--- config.mk ---
export PLATFORM = sky130hd
export DESIGN_NAME = ub_readback_streamer
export DESIGN_NICKNAME = d
export VERILOG_FILES = /design/src/rtl/tpu_readback_pkg.sv /design/src/rtl/ub_readback_streamer_row_serializer.sv /design/src/rtl/ub_readback_streamer.sv
export SDC_FILE = /design/constraint.sdc
export NUM_CORES = 1
export LEC_CHECK = 0
export ABC_CLOCK_PERIOD_IN_PS = 1750
export BUFFER_PORTS_ARGS = -buffer_cell sky130_fd_sc_hd__buf_2
export CAP_MARGIN = 20
export CORE_MARGIN = 2
export CORE_UTILIZATION = 32
export CTS_CLUSTER_DIAMETER = 50
export DETAILED_ROUTE_END_ITERATION = 10
export PLACE_DENSITY = 0.53
export SLEW_MARGIN = 20
export SYNTH_ARGS = -nofsm -noshare
export SYNTH_HDL_FRONTEND = slang
export SYNTH_SLANG_ARGS = --single-unit
--- constraint.sdc ---
create_clock -name clk -period 1.75 [get_ports clk]
set_input_delay 0.175 -clock clk [delete_from_list [all_inputs] [get_ports clk]]
set_output_delay 0.175 -clock clk [all_outputs]
set_load 0.02 [all_outputs]
--- src/rtl/tpu_readback_pkg.sv ---
// Shared types and default sizes for the UB readback streamer.
// The optional checksum byte is enabled by defining READBACK_CSUM_EN.
package tpu_readback_pkg;

  localparam int DATA_W_DEF    = 256;
  localparam int ADDR_W_DEF    = 8;
  localparam int CNT_W_DEF     = 9;
  localparam int UB_RD_LAT_DEF = 1;
  localparam int BYTES_PER_ROW = DATA_W_DEF / 8;

  typedef enum logic [2:0] {
    S_IDLE,
    S_RD_REQ,
    S_RD_WAIT,
    S_SEND,
    S_CSUM,
    S_FINISH
  } state_e;

endpackage

--- src/rtl/ub_readback_streamer_row_serializer.sv ---
// Row shift register: loads one UB row, emits it LSB byte first, flags the last byte.
module row_serializer
  import tpu_readback_pkg::*;
#(
  parameter int BPR = BYTES_PER_ROW
) (
  input  logic             clk,
  input  logic             rst_n,
  input  logic             load_i,
  input  logic [BPR*8-1:0] data_i,
  input  logic             shift_i,
  output logic [7:0]       byte_o,
  output logic             last_o
);

  localparam int DATA_W = BPR * 8;
  localparam int IDX_W  = (BPR > 1) ? $clog2(BPR) : 1;
  localparam logic [IDX_W-1:0] LAST_IDX = IDX_W'(BPR - 1);

  logic [DATA_W-1:0] sreg_q, sreg_d;
  logic [IDX_W-1:0]  idx_q, idx_d;

  // NOTE: every always_comb output gets a default first, so no path can infer a latch.
  always_comb begin
    sreg_d = sreg_q;
    idx_d  = idx_q;
    if (load_i) begin
      sreg_d = data_i;
      idx_d  = '0;
    end else if (shift_i) begin
      sreg_d = sreg_q >> 8;
      idx_d  = idx_q + IDX_W'(1);
    end
  end

  // NOTE: the row register is a plain flop bank, not a RAM, so it is safe to reset it.
  always_ff @(posedge clk) begin
    if (!rst_n) begin
      sreg_q <= '0;
      idx_q  <= '0;
    end else begin
      sreg_q <= sreg_d;
      idx_q  <= idx_d;
    end
  end

  assign byte_o = sreg_q[7:0];
  assign last_o = (idx_q == LAST_IDX);

endmodule

--- src/rtl/ub_readback_streamer.sv ---
// Streams a run of Unified Buffer rows to the UART TX byte interface, byte 0 first.
// Define READBACK_CSUM_EN to append a modulo-256 checksum byte after the last row.
module ub_readback_streamer
  import tpu_readback_pkg::*;
#(
  parameter int DATA_W    = DATA_W_DEF,
  parameter int ADDR_W    = ADDR_W_DEF,
  parameter int CNT_W     = CNT_W_DEF,
  parameter int UB_RD_LAT = UB_RD_LAT_DEF
) (
  input  logic              clk,
  input  logic              rst_n,
  input  logic              start,
  input  logic [ADDR_W-1:0] start_addr,
  input  logic [CNT_W-1:0]  row_count,
  output logic              busy,
  output logic              done,
  output logic              ub_rd_en,
  output logic [ADDR_W-1:0] ub_rd_addr,
  input  logic [DATA_W-1:0] ub_rd_data,
  output logic [7:0]        tx_data,
  output logic              tx_valid,
  input  logic              tx_ready,
  output logic [15:0]       bytes_sent
);

  localparam int LAT_W = $clog2(UB_RD_LAT + 1);
  localparam logic [LAT_W-1:0] LAT_LAST = LAT_W'(UB_RD_LAT);

  state_e            state_q;
  logic [ADDR_W-1:0] addr_q;
  logic [CNT_W-1:0]  rows_left_q;
  logic [LAT_W-1:0]  wait_q;
  logic              busy_q, done_q, rd_en_q, tx_valid_q;
  logic [15:0]       bytes_q;

  logic              accept, ser_load, ser_shift, ser_last;
  logic [DATA_W-1:0] ser_data;
  logic [7:0]        ser_byte;

  assign accept    = tx_valid_q && tx_ready;
  assign ser_shift = accept && (state_q == S_SEND);

`ifdef READBACK_CSUM_EN
  logic [7:0] csum_q, csum_d;
`endif

  // The checksum byte is sent by loading it into the serializer like a one-byte row.
  always_comb begin
    ser_load = (state_q == S_RD_WAIT) && (wait_q == LAT_LAST);
    ser_data = ub_rd_data;
`ifdef READBACK_CSUM_EN
    csum_d = csum_q;
    if (state_q == S_IDLE && start) csum_d = '0;
    else if (ser_shift)             csum_d = csum_q + ser_byte;
    if ((state_q == S_IDLE && start && row_count == '0) ||
        (ser_shift && ser_last && rows_left_q <= CNT_W'(1))) begin
      ser_load = 1'b1;
      ser_data = DATA_W'(csum_d);
    end
`endif
  end

  row_serializer #(.BPR(DATA_W / 8)) u_ser (
    .clk     (clk),
    .rst_n   (rst_n),
    .load_i  (ser_load),
    .data_i  (ser_data),
    .shift_i (ser_shift),
    .byte_o  (ser_byte),
    .last_o  (ser_last)
  );

  // NOTE: sequential state uses non-blocking assignments only, so every flop sees pre-edge values.
  always_ff @(posedge clk) begin
    if (!rst_n) begin
      state_q     <= S_IDLE;
      addr_q      <= '0;
      rows_left_q <= '0;
      wait_q      <= '0;
      busy_q      <= 1'b0;
      done_q      <= 1'b0;
      rd_en_q     <= 1'b0;
      tx_valid_q  <= 1'b0;
      bytes_q     <= '0;
`ifdef READBACK_CSUM_EN
      csum_q      <= '0;
`endif
    end else begin
      rd_en_q <= 1'b0;
      done_q  <= 1'b0;
      if (accept) bytes_q <= bytes_q + 16'd1;
`ifdef READBACK_CSUM_EN
      csum_q <= csum_d;
`endif
      unique case (state_q)
        S_IDLE: if (start) begin
          addr_q      <= start_addr;
          rows_left_q <= row_count;
          bytes_q     <= '0;
          if (row_count == '0) begin
`ifdef READBACK_CSUM_EN
            state_q    <= S_CSUM;
            tx_valid_q <= 1'b1;
            busy_q     <= 1'b1;
`else
            state_q <= S_FINISH;
`endif
          end else begin
            state_q <= S_RD_REQ;
            rd_en_q <= 1'b1;
            busy_q  <= 1'b1;
          end
        end
        S_RD_REQ: begin
          state_q <= S_RD_WAIT;
          wait_q  <= '0;
        end
        // One cycle beyond the nominal latency so the read data has a full cycle to settle.
        S_RD_WAIT: begin
          if (wait_q == LAT_LAST) begin
            state_q    <= S_SEND;
            tx_valid_q <= 1'b1;
          end else begin
            wait_q <= wait_q + LAT_W'(1);
          end
        end
        S_SEND: if (accept && ser_last) begin
          if (rows_left_q > CNT_W'(1)) begin
            tx_valid_q  <= 1'b0;
            rows_left_q <= rows_left_q - CNT_W'(1);
            addr_q      <= addr_q + ADDR_W'(1);
            rd_en_q     <= 1'b1;
            state_q     <= S_RD_REQ;
          end else begin
`ifdef READBACK_CSUM_EN
            state_q <= S_CSUM;
`else
            tx_valid_q <= 1'b0;
            busy_q     <= 1'b0;
            state_q    <= S_FINISH;
`endif
          end
        end
        S_CSUM: if (accept) begin
          tx_valid_q <= 1'b0;
          busy_q     <= 1'b0;
          state_q    <= S_FINISH;
        end
        S_FINISH: begin
          done_q  <= 1'b1;
          state_q <= S_IDLE;
        end
        default: state_q <= S_IDLE;
      endcase
    end
  end

  assign busy       = busy_q;
  assign done       = done_q;
  assign ub_rd_en   = rd_en_q;
  assign ub_rd_addr = addr_q;
  assign tx_data    = ser_byte;
  assign tx_valid   = tx_valid_q;
  assign bytes_sent = bytes_q;

endmodule

==> flow_metrics.env, run 1 <==
export IMPL_switching_share=0.252
export IMPL_cp_slowest_cell="dfxtp_2"
export IMPL_multi_input_area_mm2=0.00826
export IMPL_grt_busiest_layer="met2"
export IMPL_postPlaceCellArea_mm2=0.0163
export IMPL_crit_buf_inv=4
export IMPL_synthTopCellsByArea="dfxtp_1 (45%), a311oi_1 (16%), nand2_1 (15%)"
export IMPL_fin_util=0.576
export IMPL_io_pins=313
export IMPL_grt_first_pass_wirelength_um=78100
export IMPL_clock_sinks=302
export IMPL_crit_fanout=8
export IMPL_drive_gt1_frac=0.356
export IMPL_skew_ns=0.0105
export IMPL_sequentialPowerShare=0.396
export IMPL_rsz0062_at_grt="yes"
export IMPL_synth_area_per_cell_um2=7.70
export IMPL_finalWirelength_um=54900
export IMPL_synth_edf_count=0
export IMPL_cts_tree="built"
export IMPL_max_clock_path_buffers=3
export IMPL_ir_drop_uv=643
export IMPL_floorplan_die_area_mm2=0.0432
export IMPL_routedWlPerCell_um=18.6
export IMPL_core_area_mm2=0.0409
export IMPL_io_buffers=312
export IMPL_stdcell_count=2949
export IMPL_met3_usage=0.0448
export IMPL_dieHeight_um=208
export IMPL_intPower_w=0.0137
export IMPL_drt_iter0_drc=1149
export IMPL_hold_class="input pin to flip-flop"
export IMPL_synthArstFlopShare=0
export IMPL_ys_ff_latch=302
export IMPL_netlist_area_mm2=0.0133
export IMPL_synth_most_common_cell="nand2_1"
export IMPL_stdcell_area_mm2=0.0236
export IMPL_setup_viol=156
export IMPL_fin_nets=2659
export IMPL_pwr_share_clk=0.470
export IMPL_synth_top_cell_area_share=0.455
export IMPL_synth_fp_nets=2009
export IMPL_drc_errors=0
export IMPL_dp_cells=2532
export IMPL_worstPathRequired_ns=2.20
export IMPL_yosys_most_used_dff="dfxtp_1"
export IMPL_arrival_ns=2.36
export IMPL_yosysWarnings=0
export IMPL_antenna_found_initial=9
export IMPL_start_util=0.325
export IMPL_yosysUniqueCellTypes=54
export IMPL_yosysSeqAreaShare=0.455
export IMPL_cp_top_family="buffers and inverters"
export IMPL_vias=15600
export IMPL_worstMarginPinSlew_ns=0.979
export IMPL_register_area_mm2=0.00607
export IMPL_p_leak_nw=10.0
export IMPL_power_density_mw_per_mm2=779
export IMPL_ys_top_cells_by_count="nand2_1 (537), dfxtp_1 (302), nor2_1 (271), a311oi_1 (250), clkbuf_1 (121)"
export IMPL_yosysTopAreaCell="dfxtp_1"
export IMPL_use_met2=0.358
export IMPL_num_fill_cells=3478
export IMPL_num_rows=74
export IMPL_p_comb_frac=0.134
export IMPL_max_freq_mhz=522
export IMPL_gp_congestion=0.831
export IMPL_grt_use_met1=0.288
export IMPL_area_growth_pct=77.4
export IMPL_clock_root_buffer="clkbuf_16"
export IMPL_numCtsBuffers=41
export IMPL_period_share=1.09
export IMPL_fin_ws_ns=-0.165
export IMPL_fin_crit_ns=1.91
export IMPL_clock_latency_ns=0.56
export IMPL_hold_viol=0
export IMPL_power_switching_w=0.00463
export IMPL_place_ws_ns=-0.296
export IMPL_max_stage_delay_ns=0.32
export IMPL_cap_viol_max_count=0
export IMPL_violations="negative setup slack"
export IMPL_worst_setup_path_start_kind="flip-flop"
export IMPL_slew_viol_final=0
export IMPL_cts_clk_slew_worst_paths_ns=0.06
export IMPL_first_global_vias=14800
export IMPL_ant_nets=0
export IMPL_fin_tns_setup_ns=-6.11
export IMPL_worstSetupPathType="flip-flop to flip-flop"
export IMPL_dp_hpwl_um=30600
export IMPL_endpoint_kind="flip-flop"
export IMPL_grt_max_degree=146
export IMPL_via_per_inst=5.30
export IMPL_status="complete, but fails checks"
export IMPL_grtUsageTotal=0.219
export IMPL_die_w_um=208
export IMPL_syn_instance_count=1726
export IMPL_worst_slew_margin_rel=0.347
export IMPL_drt_first_pass_iters=8
export IMPL_htreeDepth=2
export IMPL_crit_top_cell="clkbuf_16"
export IMPL_overflow=0
export IMPL_cp_cell_sequence="buf_6, nand3b_1, nor2_4, clkbuf_16, clkbuf_16, clkbuf_16, nand2_4, a311oi_2"
==> registers in the layout, summed over array words and instances (netlist names) <==
signal,cells
ub_rd_en,1
busy,1
wait_q,1
state_q,3
done,1
u_ser.idx_q,5
tx_valid,1
rows_left_q,9
u_ser.sreg_q,256
ub_rd_addr,8
bytes_sent,16
==> power groups by stage <==
stage / Clock (W) / Combinational [W] / Sequential [W]
3_3_place_gp: 0 / 0.00158 / 0.00738
4_1_cts: 0.00880 / 0.00220 / 0.00724
5_1_grt: 0.00915 / 0.00263 / 0.00730
6_report: 0.00864 / 0.00246 / 0.00728
2_1_floorplan: 0 / 0.000754 / 0.00739
3_5_place_dp: 0 / 0.00159 / 0.00738
==> layout make-up <==
type | instances | share of cell area
Antenna cell | 10 | 0.00106
Clock buffer | 58 | 0.0506
Clock inverter | 16 | 0.00849
Inverter | 9 | 0.00175
Multi-Input combinational cell | 1252 | 0.350
Sequential cell | 302 | 0.257
Tap cell | 532 | 0.0282
Timing Repair Buffer | 770 | 0.302
==> layer usage <==
layer / wire length [um] / vias to the layer above / part of all wire
li1: - / 7434 / -
met1: 23600 / 7528 / 0.43
met2: 26800 / 556 / 0.49
met3: 2910 / 117 / 0.053
met4: 1600 / 0 / 0.029
met5: 0 / - / 0
==> path summary, 6_finish.rpt <==
check                      endpoint  cells past startpoint               from  slack (ns)
setup / recovery   u_ser.sreg_q[38]                      8         state_q[2]       -0.16
hold reg to reg   u_ser.sreg_q[248]                      2  u_ser.sreg_q[248]        0.47
setup reg to reg   u_ser.sreg_q[38]                      8         state_q[2]       -0.16
hold / removal       rows_left_q[4]                      3       row_count[4]        0.03
==> cell usage in the layout (no fill, tap or decap), types with 3 or more instances in the layout <==
master	netlist	final
dfxtp_4	0	4
nor2_1	271	270
dfxtp_2	0	7
bufinv_16	0	4
nand2b_1	5	5
nor4_1	6	5
ha_1	6	4
dlygate4sd3_1	0	268
nand3_1	25	22
a22oi_1	3	3
clkbuf_16	0	73
buf_2	25	312
xor2_1	3	3
nand4_1	4	4
clkinv_2	0	7
nand2_2	0	38
a21oi_1	33	32
nand2_1	537	420
buf_6	1	12
a31oi_1	4	4
nand2_4	0	78
o31ai_1	9	7
inv_1	9	8
a311oi_1	250	122
and3_1	10	9
buf_12	0	31
buf_8	0	14
clkbuf_8	0	6
dfxtp_1	302	291
buf_4	9	84
xnor2_1	7	7
nor3_1	10	9
a311oi_2	0	128
diode_2	0	10
o21ai_0	11	11
buf_16	0	18
clkbuf_1	121	9
or3_1	7	6
a32o_1	8	8
==> metrics by stage <==
stage                     hold WS, ns  total power, W
after global routing           0.0199          0.0191
final                          0.0265          0.0184
after CTS                     0.00554          0.0182
after global placement          0.425         0.00896
after floorplan                 0.311         0.00814
after detailed placement        0.439         0.00897
==> cell families after synthesis <==
logic type / Yosys count / synth area share
xor+xnor: 10 / 0.00659
simple gates: 891 / 0.266
fa+ha+maj: 6 / 0.00565
mux: 2 / 0.00160
flops: 302 / 0.455
buf+inv: 172 / 0.0540
compound gates: 343 / 0.211
==> worst reg2reg max path, cell delays in order (launching register included) <==
cell,delay (ns)
dfxtp_2,0.32
buf_6,0.13
nand3b_1,0.21
nor2_4,0.20
clkbuf_16,0.19
clkbuf_16,0.18
clkbuf_16,0.20
nand2_4,0.06
a311oi_2,0.32
==> what timing repair did <==
action	4_1_cts	5_1_grt
hold endpoints to repair	269	0
gates cloned	8	33
hold buffers	268	0
buffers inserted	17	11
gates resized for setup	47	386
pin swaps	16	230
endpoints found under the setup margin	209	174
No activity file was read; power rests on OpenSTA's default activity.
==> inputs of run 2 (changes only) <==
CORE_ASPECT_RATIO = 1.1   (was default)
==> flow_metrics.env, run 2 (synthesized netlist as in run 1, its figures left out) <==
export IMPL_status="complete, but fails checks"
export IMPL_violations="negative setup slack"
export IMPL_max_clock_path_buffers=3
export IMPL_area_growth_pct=98.7
export IMPL_grtUsageTotal=0.250
export IMPL_place_ws_ns=-0.377
export IMPL_crit_fanout=8
export IMPL_clock_latency_ns=0.56
export IMPL_endpoint_kind="flip-flop"
export IMPL_finalWirelength_um=63900
export IMPL_hold_viol=0
export IMPL_power_density_mw_per_mm2=714
export IMPL_io_pins=313
export IMPL_reg2reg_depth=10
export IMPL_worstSetupPathType="flip-flop to flip-flop"
export IMPL_fin_ws_ns=-0.229
export IMPL_ir_drop_uv=529
export IMPL_mostFrequentLayoutCell="nand2_1"
export IMPL_p_leak_nw=10.2
export IMPL_via_per_inst=5.41
export IMPL_finalPower_w=0.0189
export IMPL_drive_gt1_frac=0.450
export IMPL_die_w_um=198
export IMPL_topRoutingLayerUsed="met4"
export IMPL_gp_congestion=0.827
export IMPL_drt_iter0_drc=1000
export IMPL_htreeDepth=2
export IMPL_stdcell_count=3080
export IMPL_start_util=0.323
export IMPL_vias=16700
export IMPL_routedWlPerCell_um=20.8
export IMPL_period_share=1.13
export IMPL_max_flop_register="u_ser.sreg_q"
export IMPL_fin_nets=2753
export IMPL_layout_common_cells="nand2_1 (475), buf_2 (312), dfxtp_1 (291)"
export IMPL_arrival_ns=2.42
export IMPL_route_met2_wl_um=31900
export IMPL_drc_errors=0
export IMPL_slew_viol_final=0
export IMPL_fin_util=0.643
export IMPL_first_global_vias=15900
export IMPL_worst_setup_path_start_kind="flip-flop"
export IMPL_cts_clk_slew_worst_paths_ns=0.06
export IMPL_cap_viol_max_count=0
export IMPL_multi_input_area_mm2=0.00901
export IMPL_fin_crit_ns=1.98
export IMPL_numCtsBuffers=41
export IMPL_largest_reg_flops=256
export IMPL_num_rows=78
export IMPL_cts_tree="built"
export IMPL_setup_viol=247
export IMPL_dp_hpwl_um=30600
export IMPL_clock_sinks=302
export IMPL_floorplan_die_area_mm2=0.0432
export IMPL_clock_root_buffer="clkbuf_16"
export IMPL_hold_class="input pin to flip-flop"
export IMPL_overflow=0
export IMPL_drt_first_pass_iters=5
export IMPL_worstPathRequired_ns=2.19
export IMPL_wl_met1_um=25600
export IMPL_dp_cells=2554
export IMPL_worst_slew_margin_rel=0.531
export IMPL_io_buffers=312
export IMPL_register_area_mm2=0.00607
export IMPL_grt_first_pass_wirelength_um=85900
export IMPL_ant_nets=0
export IMPL_holdWs_ns=0.0414
export IMPL_holdPathStages=4
export IMPL_max_freq_mhz=505
export IMPL_antenna_found_initial=13
export IMPL_dr_wl_met3_um=3530
export IMPL_skew_ns=0.0147
export IMPL_rsz0062_at_grt="yes"
export IMPL_worstMarginPinSlew_ns=0.704
export IMPL_dieHeight_um=218
export IMPL_core_area_mm2=0.0411
export IMPL_num_fill_cells=3082
export IMPL_grt_max_degree=64
==> run 2: metal layers <==
layer | up-vias | GRT usage
met2 | 720 | 0.427
met3 | 194 | 0.0374
li1 | 7658 | -
met4 | 0 | 0.117
met5 | - | 0
met1 | 8081 | 0.310
==> run 2: final timing paths <==
check / from / endpoint / slack [ns]
setup reg to reg: state_q[2] / u_ser.sreg_q[22] / -0.23
setup / recovery: state_q[2] / u_ser.sreg_q[22] / -0.23
hold / removal: tx_ready / bytes_sent[3] / 0.04
hold reg to reg: u_ser.sreg_q[248] / u_ser.sreg_q[248] / 0.47
==> run 2: critical path, stage by stage, from the launching register on <==
cell      delay [ns]
dfxtp_2         0.34
buf_8           0.11
buf_6           0.08
and2b_2         0.24
nand3_4         0.13
buf_12          0.18
buf_16          0.16
buf_12          0.13
buf_12          0.14
nor2_4          0.04
a311oi_2        0.30
==> run 2: metrics by stage <==
| stage | setup TNS [ns] | area, um^2 |
|---|---|---|
| 2_1_floorplan | -0.796 | 13400 |
| 3_3_place_gp | -3.37 | 16300 |
| 3_5_place_dp | -4.32 | 16300 |
| 4_1_cts | -25.40 | 23400 |
| 5_1_grt | -41.83 | 26400 |
| 6_report | -19.35 | 26400 |
==> run 2: timing repair <==
item,in CTS,in global routing
hold buffers,270,0
cloned,48,46
endpoints found under the hold margin,270,0
resized for setup,233,473
buffers inserted,63,27
setup endpoints to repair,155,280
pin swaps,112,178
==> run 2: area by class of cell <==
type | count | share of cell area
diodes | 18 | 0.00171
repair buffers | 863 | 0.347
clock buffers | 52 | 0.0432
inverters | 9 | 0.00156
clock inverters | 23 | 0.00933
well taps | 560 | 0.0265
multi-input cells | 1253 | 0.341
flip-flops and latches | 302 | 0.230
==> run 2: power breakdown <==
group,switching (W),internal (W)
registers,0.000173,0.00709
clock network,0.00344,0.00525
logic,0.00140,0.00151
